### src/rtl/lsu_mem_stage.sv
// Load/store memory stage: one registered req/ack bus access per memory op, load alignment/extension, precise traps.
// Non-memory ops: 1 cycle. Memory ops: 2 cycles when the ack arrives in the first WAIT cycle. o_stall holds upstream while an access is open.
module lsu_mem_stage #(
  parameter int XLEN    = 32,
  parameter int XADDR   = 5,
  parameter int TIMEOUT = 255
) (
  input  logic              i_clk,
  input  logic              i_rst_n,
  input  logic              i_valid,
  input  logic [6:0]        i_opcode,
  input  logic [2:0]        i_funct3,
  input  logic [XLEN-1:0]   i_alu_result,
  input  logic [XLEN-1:0]   i_rs2,
  input  logic [XADDR-1:0]  i_rd_addr,
  input  logic              i_rd_write,
  input  logic [XLEN-1:0]   i_pc,
  input  logic              i_flush,
  input  logic              i_stall,
  output logic              o_stall,
  output logic              o_mem_req,
  output logic              o_mem_we,
  output logic [XLEN-1:0]   o_mem_addr,
  output logic [XLEN-1:0]   o_mem_wdata,
  output logic [XLEN/8-1:0] o_mem_wstrb,
  input  logic              i_mem_ack,
  input  logic              i_mem_err,
  input  logic [XLEN-1:0]   i_mem_rdata,
  output logic              o_wb_valid,
  output logic [XLEN-1:0]   o_wb_pc,
  output logic [XADDR-1:0]  o_wb_rd_addr,
  output logic              o_wb_rd_write,
  output logic [XLEN-1:0]   o_wb_rd_data,
  output logic              o_trap,
  output logic [3:0]        o_trap_cause,
  output logic [XLEN-1:0]   o_trap_addr
);

  localparam int NB   = XLEN / 8;
  localparam int OFFW = $clog2(NB);
  localparam int TW   = (TIMEOUT > 0) ? $clog2(TIMEOUT + 1) : 1;

  localparam logic [1:0] S_IDLE = 2'd0;
  localparam logic [1:0] S_WAIT = 2'd1;
  localparam logic [1:0] S_HOLD = 2'd2;

  localparam logic [6:0] L_OP = 7'b0000011;
  localparam logic [6:0] S_OP = 7'b0100011;

  typedef struct packed {
    logic [XLEN-1:0]  pc;
    logic [XADDR-1:0] rd_addr;
    logic             rd_write;
    logic [XLEN-1:0]  rd_data;
    logic             trap;
    logic [3:0]       cause;
    logic [XLEN-1:0]  trap_addr;
  } wb_t;

  logic [1:0]      state;
  logic [TW-1:0]   tcnt;
  logic            kill;
  logic [XLEN-1:0] op_pc;
  logic [XADDR-1:0] op_rd;
  logic            op_rdw;
  logic [2:0]      op_f3;
  logic            op_we;
  logic [XLEN-1:0] op_addr;
  logic            wb_vld;
  wb_t             wb;
  wb_t             hold;

  // Issue-side decode
  logic            is_load, is_store, is_mem, illegal, misal, mem_ok, accept;
  logic [OFFW-1:0] off;
  logic [1:0]      sz;

  always_comb begin
    is_load  = (i_opcode == L_OP);
    is_store = (i_opcode == S_OP);
    is_mem   = is_load | is_store;
    sz       = i_funct3[1:0];
    off      = i_alu_result[OFFW-1:0];
    illegal  = 1'b0;
    if (is_load)
      illegal = (i_funct3 == 3'b111) |
                ((XLEN == 32) & ((i_funct3 == 3'b011) | (i_funct3 == 3'b110)));
    else if (is_store)
      illegal = (XLEN == 32) ? (i_funct3 >= 3'b011) : (i_funct3 >= 3'b100);
    misal  = ((sz == 2'd1) & i_alu_result[0]) |
             ((sz == 2'd2) & (|i_alu_result[1:0])) |
             ((sz == 2'd3) & (|i_alu_result[2:0]));
    mem_ok = is_mem & ~illegal & ~misal;
    accept = (state == S_IDLE) & i_valid & ~i_stall & ~i_flush;
  end

  logic [XLEN-1:0] st_wdata, al_addr;
  logic [NB-1:0]   st_strb;
  logic [7:0]      strb_base;

  always_comb begin
    case (sz)
      2'd0:    begin st_wdata = {NB{i_rs2[7:0]}};       strb_base = 8'h01; end
      2'd1:    begin st_wdata = {(NB/2){i_rs2[15:0]}};  strb_base = 8'h03; end
      2'd2:    begin st_wdata = {(NB/4){i_rs2[31:0]}};  strb_base = 8'h0F; end
      default: begin st_wdata = i_rs2;                  strb_base = 8'hFF; end
    endcase
    st_strb = NB'(strb_base) << off;
    al_addr = i_alu_result;
    al_addr[OFFW-1:0] = '0;
  end

  // Completion side: lane extraction and extension of the returned word
  logic [XLEN-1:0] sh, ld_data;
  logic            timeout_hit, done, fault;
  wb_t             res, imm;

  always_comb begin
    sh = i_mem_rdata >> {op_addr[OFFW-1:0], 3'b000};
    case (op_f3)
      3'b000:  ld_data = XLEN'($signed(sh[7:0]));
      3'b001:  ld_data = XLEN'($signed(sh[15:0]));
      3'b010:  ld_data = XLEN'($signed(sh[31:0]));
      3'b100:  ld_data = XLEN'(sh[7:0]);
      3'b101:  ld_data = XLEN'(sh[15:0]);
      3'b110:  ld_data = XLEN'(sh[31:0]);
      default: ld_data = sh;
    endcase
    timeout_hit = (TIMEOUT != 0) && (tcnt == TW'(TIMEOUT - 1));
    done        = i_mem_ack | timeout_hit;
    // An ack in the timeout cycle still completes the access normally
    fault       = i_mem_ack ? i_mem_err : 1'b1;

    res.pc        = op_pc;
    res.rd_addr   = op_rd;
    res.rd_write  = op_rdw & ~op_we & ~fault;
    res.rd_data   = (fault | op_we) ? '0 : ld_data;
    res.trap      = fault;
    res.cause     = op_we ? 4'd7 : 4'd5;
    res.trap_addr = op_addr;

    imm.pc        = i_pc;
    imm.rd_addr   = i_rd_addr;
    imm.rd_write  = i_rd_write & ~is_mem;
    imm.rd_data   = is_mem ? '0 : i_alu_result;
    imm.trap      = is_mem;
    imm.cause     = illegal ? 4'd2 : (is_store ? 4'd6 : 4'd4);
    imm.trap_addr = is_mem ? i_alu_result : '0;
  end

  assign o_stall = ((state == S_IDLE) & i_valid & ~i_flush & mem_ok) |
                   ((state == S_WAIT) & (~done | i_stall)) |
                   (state == S_HOLD);

  always_ff @(posedge i_clk or negedge i_rst_n) begin
    if (!i_rst_n) begin
      state       <= S_IDLE;
      tcnt        <= '0;
      kill        <= 1'b0;
      op_pc       <= '0;
      op_rd       <= '0;
      op_rdw      <= 1'b0;
      op_f3       <= '0;
      op_we       <= 1'b0;
      op_addr     <= '0;
      o_mem_req   <= 1'b0;
      o_mem_we    <= 1'b0;
      o_mem_addr  <= '0;
      o_mem_wdata <= '0;
      o_mem_wstrb <= '0;
      wb_vld      <= 1'b0;
      wb          <= '0;
      hold        <= '0;
    end else begin
      case (state)
        S_IDLE: begin
          if (accept) begin
            if (mem_ok) begin
              o_mem_req   <= 1'b1;
              o_mem_we    <= is_store;
              o_mem_addr  <= al_addr;
              o_mem_wdata <= is_store ? st_wdata : '0;
              o_mem_wstrb <= is_store ? st_strb : '0;
              op_pc       <= i_pc;
              op_rd       <= i_rd_addr;
              op_rdw      <= i_rd_write;
              op_f3       <= i_funct3;
              op_we       <= is_store;
              op_addr     <= i_alu_result;
              tcnt        <= '0;
              wb_vld      <= 1'b0;
              state       <= S_WAIT;
            end else begin
              wb_vld <= 1'b1;
              wb     <= imm;
            end
          end else if (i_flush || !i_stall) begin
            wb_vld <= 1'b0;
          end
        end
        S_WAIT: begin
          if (done) begin
            o_mem_req <= 1'b0;
            tcnt      <= '0;
            kill      <= 1'b0;
            if (kill || i_flush) begin
              state <= S_IDLE;
            end else if (!i_stall) begin
              wb     <= res;
              wb_vld <= 1'b1;
              state  <= S_IDLE;
            end else begin
              hold  <= res;
              state <= S_HOLD;
            end
          end else begin
            tcnt <= tcnt + 1'b1;
            if (i_flush) kill <= 1'b1;
          end
        end
        S_HOLD: begin
          if (i_flush) begin
            state <= S_IDLE;
          end else if (!i_stall) begin
            wb     <= hold;
            wb_vld <= 1'b1;
            state  <= S_IDLE;
          end
        end
        default: state <= S_IDLE;
      endcase
    end
  end

  assign o_wb_valid    = wb_vld;
  assign o_wb_pc       = wb.pc;
  assign o_wb_rd_addr  = wb.rd_addr;
  assign o_wb_rd_write = wb.rd_write;
  assign o_wb_rd_data  = wb.rd_data;
  assign o_trap        = wb_vld & wb.trap;
  assign o_trap_cause  = wb.cause;
  assign o_trap_addr   = wb.trap_addr;

endmodule
### config.mk
export PLATFORM = sky130hd
export DESIGN_NAME = lsu_mem_stage
export DESIGN_NICKNAME = d
export VERILOG_FILES = /design/src/rtl/lsu_mem_stage.sv
export SDC_FILE = /design/constraint.sdc
export NUM_CORES = 1
export LEC_CHECK = 0
export BUFFER_PORTS_ARGS = -buffer_cell sky130_fd_sc_hd__clkbuf_2
export CAP_MARGIN = 20
export CORE_MARGIN = 1
export CORE_UTILIZATION = 60
export DETAILED_ROUTE_END_ITERATION = 10
export HOLD_SLACK_MARGIN = 0.06
export PLACE_DENSITY = 0.88
export SYNTH_ARGS = -nofsm -noshare
export SYNTH_HDL_FRONTEND = slang
export SYNTH_SLANG_ARGS = --single-unit
### constraint.sdc
create_clock -name i_clk -period 5.4 [get_ports i_clk]
set_clock_uncertainty 0.15 [all_clocks]
set_input_delay 0.27 -clock i_clk [delete_from_list [all_inputs] [get_ports i_clk]]
set_output_delay 0.27 -clock i_clk [all_outputs]
set_load 0.03 [all_outputs]
=== Word level (Yosys, flattened, before mapping) ===
Index checks and enable logic that the tools add are counted.

* Output and inout port bits: 179
* Bits in registers: 367
* Word-level logic and storage cells: 157
* Bits of input ports: 151

* Muxes and demuxes: 48
* $lt $le $gt $ge: 1
* Add/sub/neg operators: 1
* Bitwise operators: 34
* Eq/ne operators: 24
* Shifts and indexed selects: 2
* Reductions and logical operators: 19

{| class="wikitable"
|+ Operators by type and width
! operator !! count
|-
| $mux W107 || 7
|-
| $pmux W107 S3 || 1
|-
| $mux W32 || 4
|-
| $pmux W32 S4 || 1
|-
| $pmux W32 S2 || 1
|-
| $shr A32 B5 Y32 || 1
|-
| $mux W8 || 3
|-
| $mux W2 || 9
|-
| $ne A2 B2 Y1 const B || 8
|-
| $pmux W8 S2 || 1
|-
| $and A1 B1 Y1 || 15
|-
| $mux W1 || 15
|-
| $eq A3 B3 Y1 const B || 4
|-
| $pmux W4 S3 || 1
|-
| $reduce_and A4 Y1 || 3
|-
| $or A1 B1 Y1 || 10
|-
| $not A1 Y1 || 9
|-
| $add A8 B1 Y8 const B || 1
|-
| $eq A8 B8 Y1 const B || 1
|-
| $reduce_and A8 Y1 || 1
|-
| $eq A7 B2 Y1 const B || 1
|-
| $eq A7 B6 Y1 const B || 1
|-
| $eq A2 B2 Y1 const B || 3
|-
| $pmux W2 S3 || 1
|-
| 22 further kinds || 27
|}

=== Logic depth before layout (Yosys ltp) ===
Gate-level depths: netlist of the first run.

* Word-level depth: 10
* Depth in mapped cells: 10
* Mapped depth without buffers: 7

=== Worst setup path before layout of the first run ===
Ideal clock, no wire load.

* Path kind: register to register
* Start point: register state[1]
* End point: register wb, in the netlist o_trap_addr[23]
* Arrival: 2223 ps
* Data required time: 5125 ps
* Path slack: 2903 ps
* Cell stages (with the launch flop): 10
* Library setup time: 125 ps
* Period minus slack after synthesis: 2497 ps
* Path buffers: 2
* Cells stage by stage: dfrtp_1 > inv_1 > ha_1 > clkbuf_1 > nor2b_1 > o21ai_2 > nand3b_1 > nor3_4 > buf_6 > mux2_2

* Word-level cells in the longest chain between the ends: 6
* Elaborated cells on any way between the ends: 16
* Those cells by class: eq/ne (9); mux (1); bitwise (3); reduce/logical (3)

{| class="wikitable"
|+ RTL lines
! item !! line !! text
|-
| from (decl) || 60 || <nowiki>logic [1:0] state;</nowiki>
|-
| from (signal assigned) || 157 || <nowiki>state <= S_IDLE;</nowiki>
|-
| from (signal assigned) || 192 || <nowiki>state <= S_WAIT;</nowiki>
|-
| from (signal assigned) || 207 || <nowiki>state <= S_IDLE;</nowiki>
|-
| $logic_not A2 Y1 || 94, 175 ||
|-
| $and A1 B1 Y1 (3 in series) || 94 || <nowiki>accept = (state == S_IDLE) & i_valid & ~i_stall & ~i_flush;</nowiki>
|-
| $ne A2 B2 Y1 (no source line) || n/a ||
|-
| $reduce_and A8 Y1 (no source line) || n/a ||
|-
| to (signal assigned) || 195 || <nowiki>wb <= imm;</nowiki>
|-
| to (signal assigned) || 209 || <nowiki>wb <= res;</nowiki>
|-
| to (signal assigned) || 225 || <nowiki>wb <= hold;</nowiki>
|-
| to (decl) || 70 || <nowiki>wb_t wb;</nowiki>
|}

Several ways; a longest one is shown, not always the timed one.
A chain may end at the register's enable or synchronous reset.

=== Final worst setup path of the first run ===
* Start point: register state[1]
* End point: register hold[46] in the netlist's numbering

* Word-level cells in the longest chain between the ends: 2

{| class="wikitable"
|+ RTL lines
! item !! line !! text
|-
| $eq A2 B1 Y1 || 175 || <nowiki>case (state)</nowiki>
|-
| $reduce_and A4 Y1 (no source line) || n/a ||
|-
| to (signal assigned) || 213 || <nowiki>hold <= res;</nowiki>
|-
| to (decl) || 71 || <nowiki>wb_t hold;</nowiki>
|}

Every way passes these cells.

==> results of run 1 <==
## state kept, by name, indices dropped and copies added, names as in the netlist
name,flops
hold,105
o_mem_wdata,32
o_trap_addr,32
o_wb_pc,32
o_wb_rd_data,32
op_addr,32
op_pc,32
tcnt,8
o_wb_rd_addr,5
op_rd,5
o_mem_wstrb,4
o_trap_cause,3
op_f3,3
state,2
kill,1
o_mem_req,1
o_wb_rd_write,1
o_wb_valid,1
op_rdw,1
op_we,1
wb,1
## worst register-to-register path, delay by kind of cell (launching register included)
kind	cells	cell delay, ns
compound gates	2	1.14
fa+ha+maj	1	0.86
buf+inv	2	0.77
flops	1	0.43
simple gates	1	0.35
## synth_stat cells, drive strengths merged (2+ instances only)
master | n | area [µm²]
o31ai | 26 | 200.2
and3 | 4 | 25.02
nor4 | 3 | 31.28
nand2 | 353 | 1325
o2bb2ai | 37 | 324.1
mux4 | 2 | 45.04
o32ai | 2 | 17.52
a22o | 9 | 78.83
o311ai | 2 | 17.52
nand3b | 4 | 30.03
nand2b | 7 | 43.79
mux2i | 60 | 600.6
or3 | 2 | 12.51
o21ai | 21 | 108.9
a221oi | 3 | 26.28
and2 | 3 | 18.77
nand3 | 13 | 65.06
mux2 | 160 | 1802
nor3 | 14 | 81.33
o2111ai | 2 | 17.52
o211ai | 2 | 15.01
nor2 | 85 | 319.1
clkbuf | 92 | 346.6
dfrtp | 334 | 8358
a221o | 17 | 170.2
or2 | 2 | 12.51
a32o | 8 | 80.08
o41ai | 10 | 87.58
a21oi | 81 | 409.1
inv | 21 | 78.83
a21o | 2 | 15.01
a211oi | 8 | 60.06
buf | 168 | 1232
o221ai | 8 | 70.07
nor2b | 7 | 43.79
o21bai | 2 | 15.01
a31oi | 19 | 118.9
a22oi | 71 | 533.0
ha | 7 | 87.58
## path summary, 6_finish.rpt
check,to,depth (start not counted),from
hold / removal,hold[59]$_DFFE_PN0P_,4,i_mem_rdata[22]
hold reg to reg,hold[32]$_DFFE_PN0P_,1,hold[32]$_DFFE_PN0P_
min in group asynchronous,op_addr[12]$_DFFE_PN0P_,2,i_rst_n
max in group asynchronous,op_pc[10]$_DFFE_PN0P_,3,i_rst_n
setup / recovery,hold[46]$_DFFE_PN0P_,6,state[1]$_DFFE_PN0P_
setup reg to reg,hold[46]$_DFFE_PN0P_,6,state[1]$_DFFE_PN0P_
## cell families after synthesis
group	after synthesis	share of synthesized area
and+or+nand+nor	502	0.1206
AOI/OAI and AO/OA	336	0.1422
DFF	334	0.4908
buffers and inverters	281	0.09735
muxes	222	0.1437
adders and majority gates	7	0.005143
other	1	0.0002202
## report_power, final
group / switching (W) / internal [W] / total [W]
Sequential: 0.000227 / 0.00286 / 0.00308
Clock: 0.00103 / 0.00144 / 0.00247
Combinational: 0.00230 / 0.00126 / 0.00357
## final cells by class
| cell class | count | share of cell area |
|---|---|---|
| sequential | 334 | 0.4122 |
| antenna | 1 | 0.0001234 |
| timing repair buffer | 467 | 0.1519 |
| clock inverter | 12 | 0.005246 |
| multi-input combinational | 1070 | 0.3500 |
| tap | 378 | 0.02333 |
| clock buffer | 54 | 0.05326 |
| inverter | 21 | 0.003888 |
## routing by layer
| metal | up-vias | part of all wire | track usage |
|---|---|---|---|
| met4 | 0 | 0.051 | 0.1829 |
| met2 | 955 | 0.48 | 0.5795 |
| met3 | 162 | 0.096 | 0.06907 |
| met1 | 7026 | 0.37 | 0.4298 |
| li1 | 6257 | - | - |
| met5 | - | 0 | 0 |
## stage by stage
stage | utilization | hold WS, ns | setup WS (ns) | cells | total power, W
final | 0.7278 | 0.08013 | 1.574 | 2337 | 0.009122
after global routing | 0.7277 | 0.09541 | 1.325 | 2336 | 0.009508
after CTS | 0.7243 | 0.06167 | 1.568 | 2331 | 0.009000
after detailed placement | 0.6389 | 0.1571 | 1.592 | 2146 | 0.006460
after global placement | 0.6389 | 0.1569 | 1.696 | 2146 | 0.006360
after floorplan | - | -0.1756 | 2.903 | 1685 | 0.005874
## repair_timing
item,in CTS,in global routing
resized for setup,0,0
hold endpoints to repair,263,0
hold buffers,119,0
==> flow_summary.ini, run 1 <==
[floorplan]
die-area_um2 = 29060
die_y_um = 170.5
rows = 61
core_area_um2 = 27860
die_w_um = 170.5
initial_core_util = 0.6113
pin_count = 330

[timing]
worstMarginPinSlew_ns = 1.212
relSlewSlack = 0.1888
setup_viol = 0
hold_violations = 0
fin_crit_sh = 0.7085
rsz0062_at_grt = no
finalSetupTns_ns = 0
min_period_ns = 3.826
fmax_mhz = 261.4
drv_slew = 0

[global_route]
grt_util_all_layers = 0.3483
grt_pass1_wl_mm = 78.45
antenna_found_initial = 0
grt_max_degree = 134
grt_overflow = 0
grt_pass1_vias = 14550

[setup_path]
cp_max_fo = 90
startpoint_type = register
critical_path.top_delay_family = compound AO/OA/AOI/OAI gates
worstPathRequired_ns = 5.64
r2r_slack_ns = 1.57
worstSetupPathType = reg -> reg
max_stage_delay_ns = 0.86
arrival_ns = 4.06
cp_cell_sequence = inv_1, ha_4, nand3b_1, o21bai_4, buf_4, o41ai_1
endpoint_kind = register
path_buf_inv = 2
slowest_stage = ha_4

[final_layout]
final_nets = 2088
regArea_um2 = 8358
drive_gt1_frac = 0.2957
final_common_cell = nand2_1
multiInputGateArea_um2 = 7096
mostFrequentLayoutCells = nand2_1, dfrtp_1, clkbuf_2, mux2_2, dlygate4sd3_1
fill_cells = 1778
syn_to_final_growth_pct = 19.06
fin_area_um2 = 20270

[clock_network]
clock_sinks = 334
clock_latency_ns = 0.52
cts_made_buffers = 36
clock-root-buffer = clkbuf_16
post-cts-setup-buffers = 0
clk_pin_slew_ns = 0.06
tritoncts = yes
cts.htree.levels = 2
cts.path.max_buffers = 3

[logic_synthesis]
postSynth.asyncResetShare = 1.000
ys.flop_type = dfrtp_1
avgSynthCellArea_um2 = 10.12
ys_warn_count = 0
syn_area_um2 = 17030
synth.distinct_cells = 61
synth_enable_flop_cells = 0
yosysSeqAreaShare = 0.4908
synthCells = 1683
synth_seq_cells = 334

[run_status]
outcome = finished, final reports clean

[placement]
hpwl_mm = 30.48
gp_congestion = 0.8949
postPlaceCellArea_um2 = 17800
io_buffers = 326

[detailed_routing]
ant_nets = 0
via_count = 14400
firstDrtPassIters = 5
route.detailed.drc = 0
vias_per_cell = 6.162
drt_wl_total_mm = 50.28
drt_iter0_markers = 1485
drt-wirelength-per-cell_um = 21.52

[run]
drv_cap = 0

[worst_hold_path]
min-delay-path-class = in -> reg

[power]
p_leak_nw = 10.00
vdd_drop_max_mv = 0.3375
power_density_nw_per_um2 = 449.9
No activity file was read; power rests on OpenSTA's default activity.
==> run 2: changes to the inputs <==
- CORE_UTILIZATION: 60 -> 56
- PLACE_DENSITY: 0.88 -> 0.83
- clock period: 5.4 -> 3.7 ns (I/O delays scaled with it)
==> flow_summary.ini, run 2 (synthesis results as in run 1) <==
[setup_path]
r2r.worst_path.cells = 7
startpoint = state[1]$_DFFE_PN0P_
r2r-start = state[1]$_DFFE_PN0P_
worstPathRequired_ns = 3.37
cp_cell_sequence = inv_1, ha_4, nor2b_1, o21ai_2, o211ai_1, clkbuf_2
max_stage_delay_ns = 0.46
cp_max_fo = 35
arrival_ns = 2.66
endpoint_kind = primary output
slowest_stage = ha_4
r2r_slack_ns = 0.71
crit_end = o_stall
rr_endpoint = o_wb_rd_data[19]$_DFFE_PN0P_
startpoint_type = register
worstSetupPathType = reg -> out

[final_layout]
drive_gt1_frac = 0.2957
fill_cells = 2074
regArea_um2 = 8358
mostFrequentLayoutCells = nand2_1, dfrtp_1, clkbuf_2, mux2_2, dlygate4sd3_1
largest_register_ff_count = 105
final_common_cell = nand2_1
multiInputGateArea_um2 = 7096
max_flop_register = hold
syn_to_final_growth_pct = 20.76
final_nets = 2113

[timing]
min_period_ns = 2.999
setup_viol = 0
fmax_mhz = 333.4
rsz0062_at_grt = no
fin_crit_sh = 0.8107
finalSetupTns_ns = 0
hold_violations = 0
fin_ws_ns = 0.7006
drv_slew = 0
relSlewSlack = 0.3732
worstMarginPinSlew_ns = 0.9330

[clock_network]
clk_pin_slew_ns = 0.06
clock_latency_ns = 0.52
post-cts-setup-buffers = 0
cts.htree.levels = 2
cts_resized = 0
cts_made_buffers = 37
clock_sinks = 334
cts.path.max_buffers = 3
ctsHoldBuffers = 135
tritoncts = yes
clock-root-buffer = clkbuf_16

[global_route]
antenna_found_initial = 1
grt_max_degree = 98
grt_pass1_wl_mm = 79.48
grt_overflow = 0
grt_pass1_vias = 14470
grt_util_all_layers = 0.3269

[floorplan]
die-area_um2 = 31110
core_area_um2 = 29800
die_y_um = 176.4
rows = 63
pin_count = 330
die_w_um = 176.4
initial_core_util = 0.5715

[power]
p_leak_nw = 10.11
vdd_drop_max_mv = 0.5594
power_density_nw_per_um2 = 654.1

[detailed_routing]
firstDrtPassIters = 5
drt-wirelength-per-cell_um = 21.31
vias_per_cell = 6.042
drt_iter0_markers = 1140
ant_nets = 0
via_count = 14340
route.detailed.drc = 0
drt_wl_total_mm = 50.58

[run]
drv_cap = 0

[placement]
io_buffers = 326
gp_congestion = 0.8897
dpl_worst_slack_ns = 0.7904
hpwl_mm = 31.23

[worst_hold_path]
min-delay-path-class = in -> reg

[run_status]
outcome = finished, final reports clean
==> run 2: how the worst min path moves through the flow <==
| stage | slack (ns) | startpoint | end | cells after the start |
|---|---|---|---|---|
| after floorplan | -0.26 | i_rst_n | hold[0]$_DFFE_PN0P_ | 0 |
| after global placement | 0.12 | i_rst_n | o_trap_addr[16]$_DFFE_PN0P_ | 1 |
| after detailed placement | 0.10 | i_rst_n | o_trap_addr[10]$_DFFE_PN0P_ | 1 |
| after CTS | 0.07 | i_mem_rdata[0] | hold[37]$_DFFE_PN0P_ | 5 |
| after global routing | 0.13 | i_mem_rdata[0] | hold[37]$_DFFE_PN0P_ | 5 |
| final | 0.10 | i_mem_rdata[0] | hold[37]$_DFFE_PN0P_ | 5 |
==> run 2: cell type report <==
cell class | count | area share
clock inverters | 13 | 0.007484
well taps | 390 | 0.02373
repair buffers | 491 | 0.1608
flip-flops and latches | 334 | 0.4064
diodes | 2 | 0.0002434
inverters | 21 | 0.003833
multi-input cells | 1070 | 0.3451
clock buffers | 53 | 0.05245
==> run 2: metal layers <==
| layer | global-route usage | vias up | part of all wire |
|---|---|---|---|
| li1 | - | 6311 | - |
| met1 | 0.4130 | 7061 | 0.39 |
| met2 | 0.5367 | 826 | 0.48 |
| met3 | 0.06438 | 145 | 0.087 |
| met4 | 0.1642 | 0 | 0.049 |
| met5 | 0 | - | 0 |
==> run 2: power breakdown <==
group          internal [W]  leakage [nW]  total, W  switching, W
logic               0.00186          4.98   0.00519       0.00333
registers           0.00417          4.53   0.00450      0.000334
clock network       0.00224         0.594   0.00375       0.00151
total               0.00828          10.1    0.0134       0.00517
==> run 2: critical path, delay by kind of cell, from the launching register on <==
kind | cells | cell delay (ns)
buffers and inverters | 2 | 0.48
AND/OR/NAND/NOR | 1 | 0.33
AO/OA/AOI/OAI | 2 | 0.44
adder cells (fa/ha/maj) | 1 | 0.46
flip-flops | 1 | 0.43
==> run 2: per-stage QoR <==
stage               instances  instance area [µm²]    util  hold slack, ns  power, W
floorplan                1685                17040       -         -0.2606  0.008573
global placement         2171                17970  0.6033          0.1157  0.009373
detailed placement       2171                17970  0.6033          0.1028  0.009516
CTS                      2372                20560  0.6900         0.07447   0.01337
global route             2373                20560  0.6901          0.1343   0.01402
finish                   2374                20560  0.6901          0.1028   0.01345
==> run 3: changes to the inputs <==
- CORE_UTILIZATION: 56 -> 51
- PLACE_DENSITY: 0.83 -> 0.79
- clock period: 3.7 -> 2.75 ns (I/O delays scaled with it)
==> flow_summary.ini, run 3 (synthesis results as in run 1) <==
[clock_network]
clock_sinks = 334
tritoncts = yes
clock-root-buffer = clkbuf_16
cts_made_buffers = 38
clk_pin_slew_ns = 0.06
clock_latency_ns = 0.51
cts.htree.levels = 2
cts.path.max_buffers = 3

[detailed_routing]
drt_iter0_markers = 1068
ant_nets = 0
firstDrtPassIters = 7
via_count = 14380
drt_wl_total_mm = 51.44
drt-wirelength-per-cell_um = 20.94
vias_per_cell = 5.855
route.detailed.drc = 0

[floorplan]
pin_count = 330
initial_core_util = 0.5207
die-area_um2 = 34130
rows = 66
die_y_um = 184.7
die_w_um = 184.7
core_area_um2 = 32700

[final_layout]
mostFrequentLayoutCells = nand2_1, dfrtp_1, clkbuf_2, mux2_2, dlygate4sd3_1
syn_to_final_growth_pct = 23.45
drive_gt1_frac = 0.3035
largest_register_ff_count = 105
instances_no_fill = 2456
final_common_cell = nand2_1
max_flop_register = hold
final_nets = 2142

[placement]
hpwl_mm = 31.09
gp_congestion = 0.9160
io_buffers = 326
dp_cells = 2233

[timing]
relSlewSlack = 0.5238
hold_violations = 0
min_period_ns = 2.716
fin_crit_sh = 0.9877
fmax_mhz = 368.2
setup_viol = 0
finalSetupTns_ns = 0
worstMarginPinSlew_ns = 0.7116
drv_slew = 0

[setup_path]
worstSetupPathType = in -> reg
arrival_ns = 3.01
worstPathRequired_ns = 3.04
startpoint_type = input pin
endpoint_kind = register
cp_max_fo = 15

[power]
power_w = 0.01831
power_density_nw_per_um2 = 871.2
vdd_drop_max_mv = 0.7261
p_leak_nw = 10.29

[global_route]
antenna_found_initial = 2
grt_pass1_vias = 14510
grt_util_all_layers = 0.3009
grt_max_degree = 105
grt_pass1_wl_mm = 80.32
grt_overflow = 0

[worst_hold_path]
min-delay-path-class = in -> async

[run]
drv_cap = 0

[run_status]
outcome = finished, final reports clean
## run 3: changes by cell type in the layout (fill, tap and decap cells not counted), moves of 2 or more
cell / before / now
nor3_1: 12 / 10
clkinvlp_4: 4 / 1
buf_4: 23 / 28
dlygate4sd3_1: 135 / 148
clkinv_2: 5 / 8
clkinv_4: 0 / 2
buf_12: 7 / 12
buf_6: 0 / 3
## run 3: final cells by class
class | instances | area, µm²
Multi-Input combinational cell | 1070 | 7129
Sequential cell | 334 | 8358
Fill cell | 2521 | 11680
Tap cell | 442 | 553.0
Clock buffer | 53 | 1089
Antenna cell | 1 | 2.502
Timing Repair Buffer | 519 | 3640
Inverter | 21 | 78.83
Clock inverter | 16 | 172.7
## run 3: stage by stage
stage | hold slack [ns] | utilization | area, µm² | setup slack (ns)
after floorplan | -0.3081 | - | 17040 | 0.2526
after global placement | 0.03858 | 0.5565 | 18200 | 0.09712
after detailed placement | 0.04483 | 0.5565 | 18200 | 0.004980
after CTS | 0.06365 | 0.6405 | 20950 | 0.01386
after global routing | 0.1099 | 0.6429 | 21020 | -0.02315
final | 0.07003 | 0.6429 | 21020 | 0.03375
## run 3: where the power goes
group	total [W]	switching [W]	internal, W
logic	0.00713	0.00455	0.00259
clock network	0.00513	0.00207	0.00306
registers	0.00605	0.000437	0.00561
total	0.0183	0.00705	0.0113
## run 3: worst paths after layout
path                                            from  slack, ns                          end  depth (start not counted)
worst max-delay path                     i_funct3[0]       0.03   o_mem_wdata[5]$_DFFE_PN0P_                         11
worst min-delay path                         i_rst_n       0.07  o_trap_addr[10]$_DFFE_PN0P_                          2
worst max register to register  state[0]$_DFFE_PN0P_       0.12   o_mem_wstrb[2]$_DFFE_PN0P_                          8
worst min register to register  hold[32]$_DFFE_PN0P_       0.32         hold[32]$_DFFE_PN0P_                          1
max in group asynchronous                    i_rst_n       1.56         op_pc[3]$_DFFE_PN0P_                          3
min in group i_clk                       i_opcode[2]       0.08  o_trap_cause[2]$_DFFE_PN0P_                          6
## run 3: repair_timing
| action | in CTS | in global routing |
|---|---|---|
| pin swaps | 0 | 2 |
| gates resized for setup | 1 | 8 |
| hold endpoints to repair | 567 | 0 |
| cloned | 0 | 2 |
| setup endpoints to repair | 2 | 23 |
| buffers inserted | 0 | 2 |
| hold buffers | 148 | 0 |
## run 3: routing by layer
layer	share of wire	up-vias	global-route usage
li1	-	6367	-
met1	0.40	7179	0.3915
met2	0.49	725	0.5100
met3	0.080	107	0.05671
met4	0.027	2	0.08860
met5	0.00019	-	0
## run 3: worst max-delay path: stages
cell	delay (ns)
dlygate4sd3_1	0.55
clkbuf_2	0.13
buf_4	0.21
o311ai_1	0.12
o2111ai_1	0.29
buf_4	0.25
nor3_4	0.26
clkbuf_16	0.25
nand3_1	0.09
dlygate4sd3_1	0.59
nand2_1	0.11
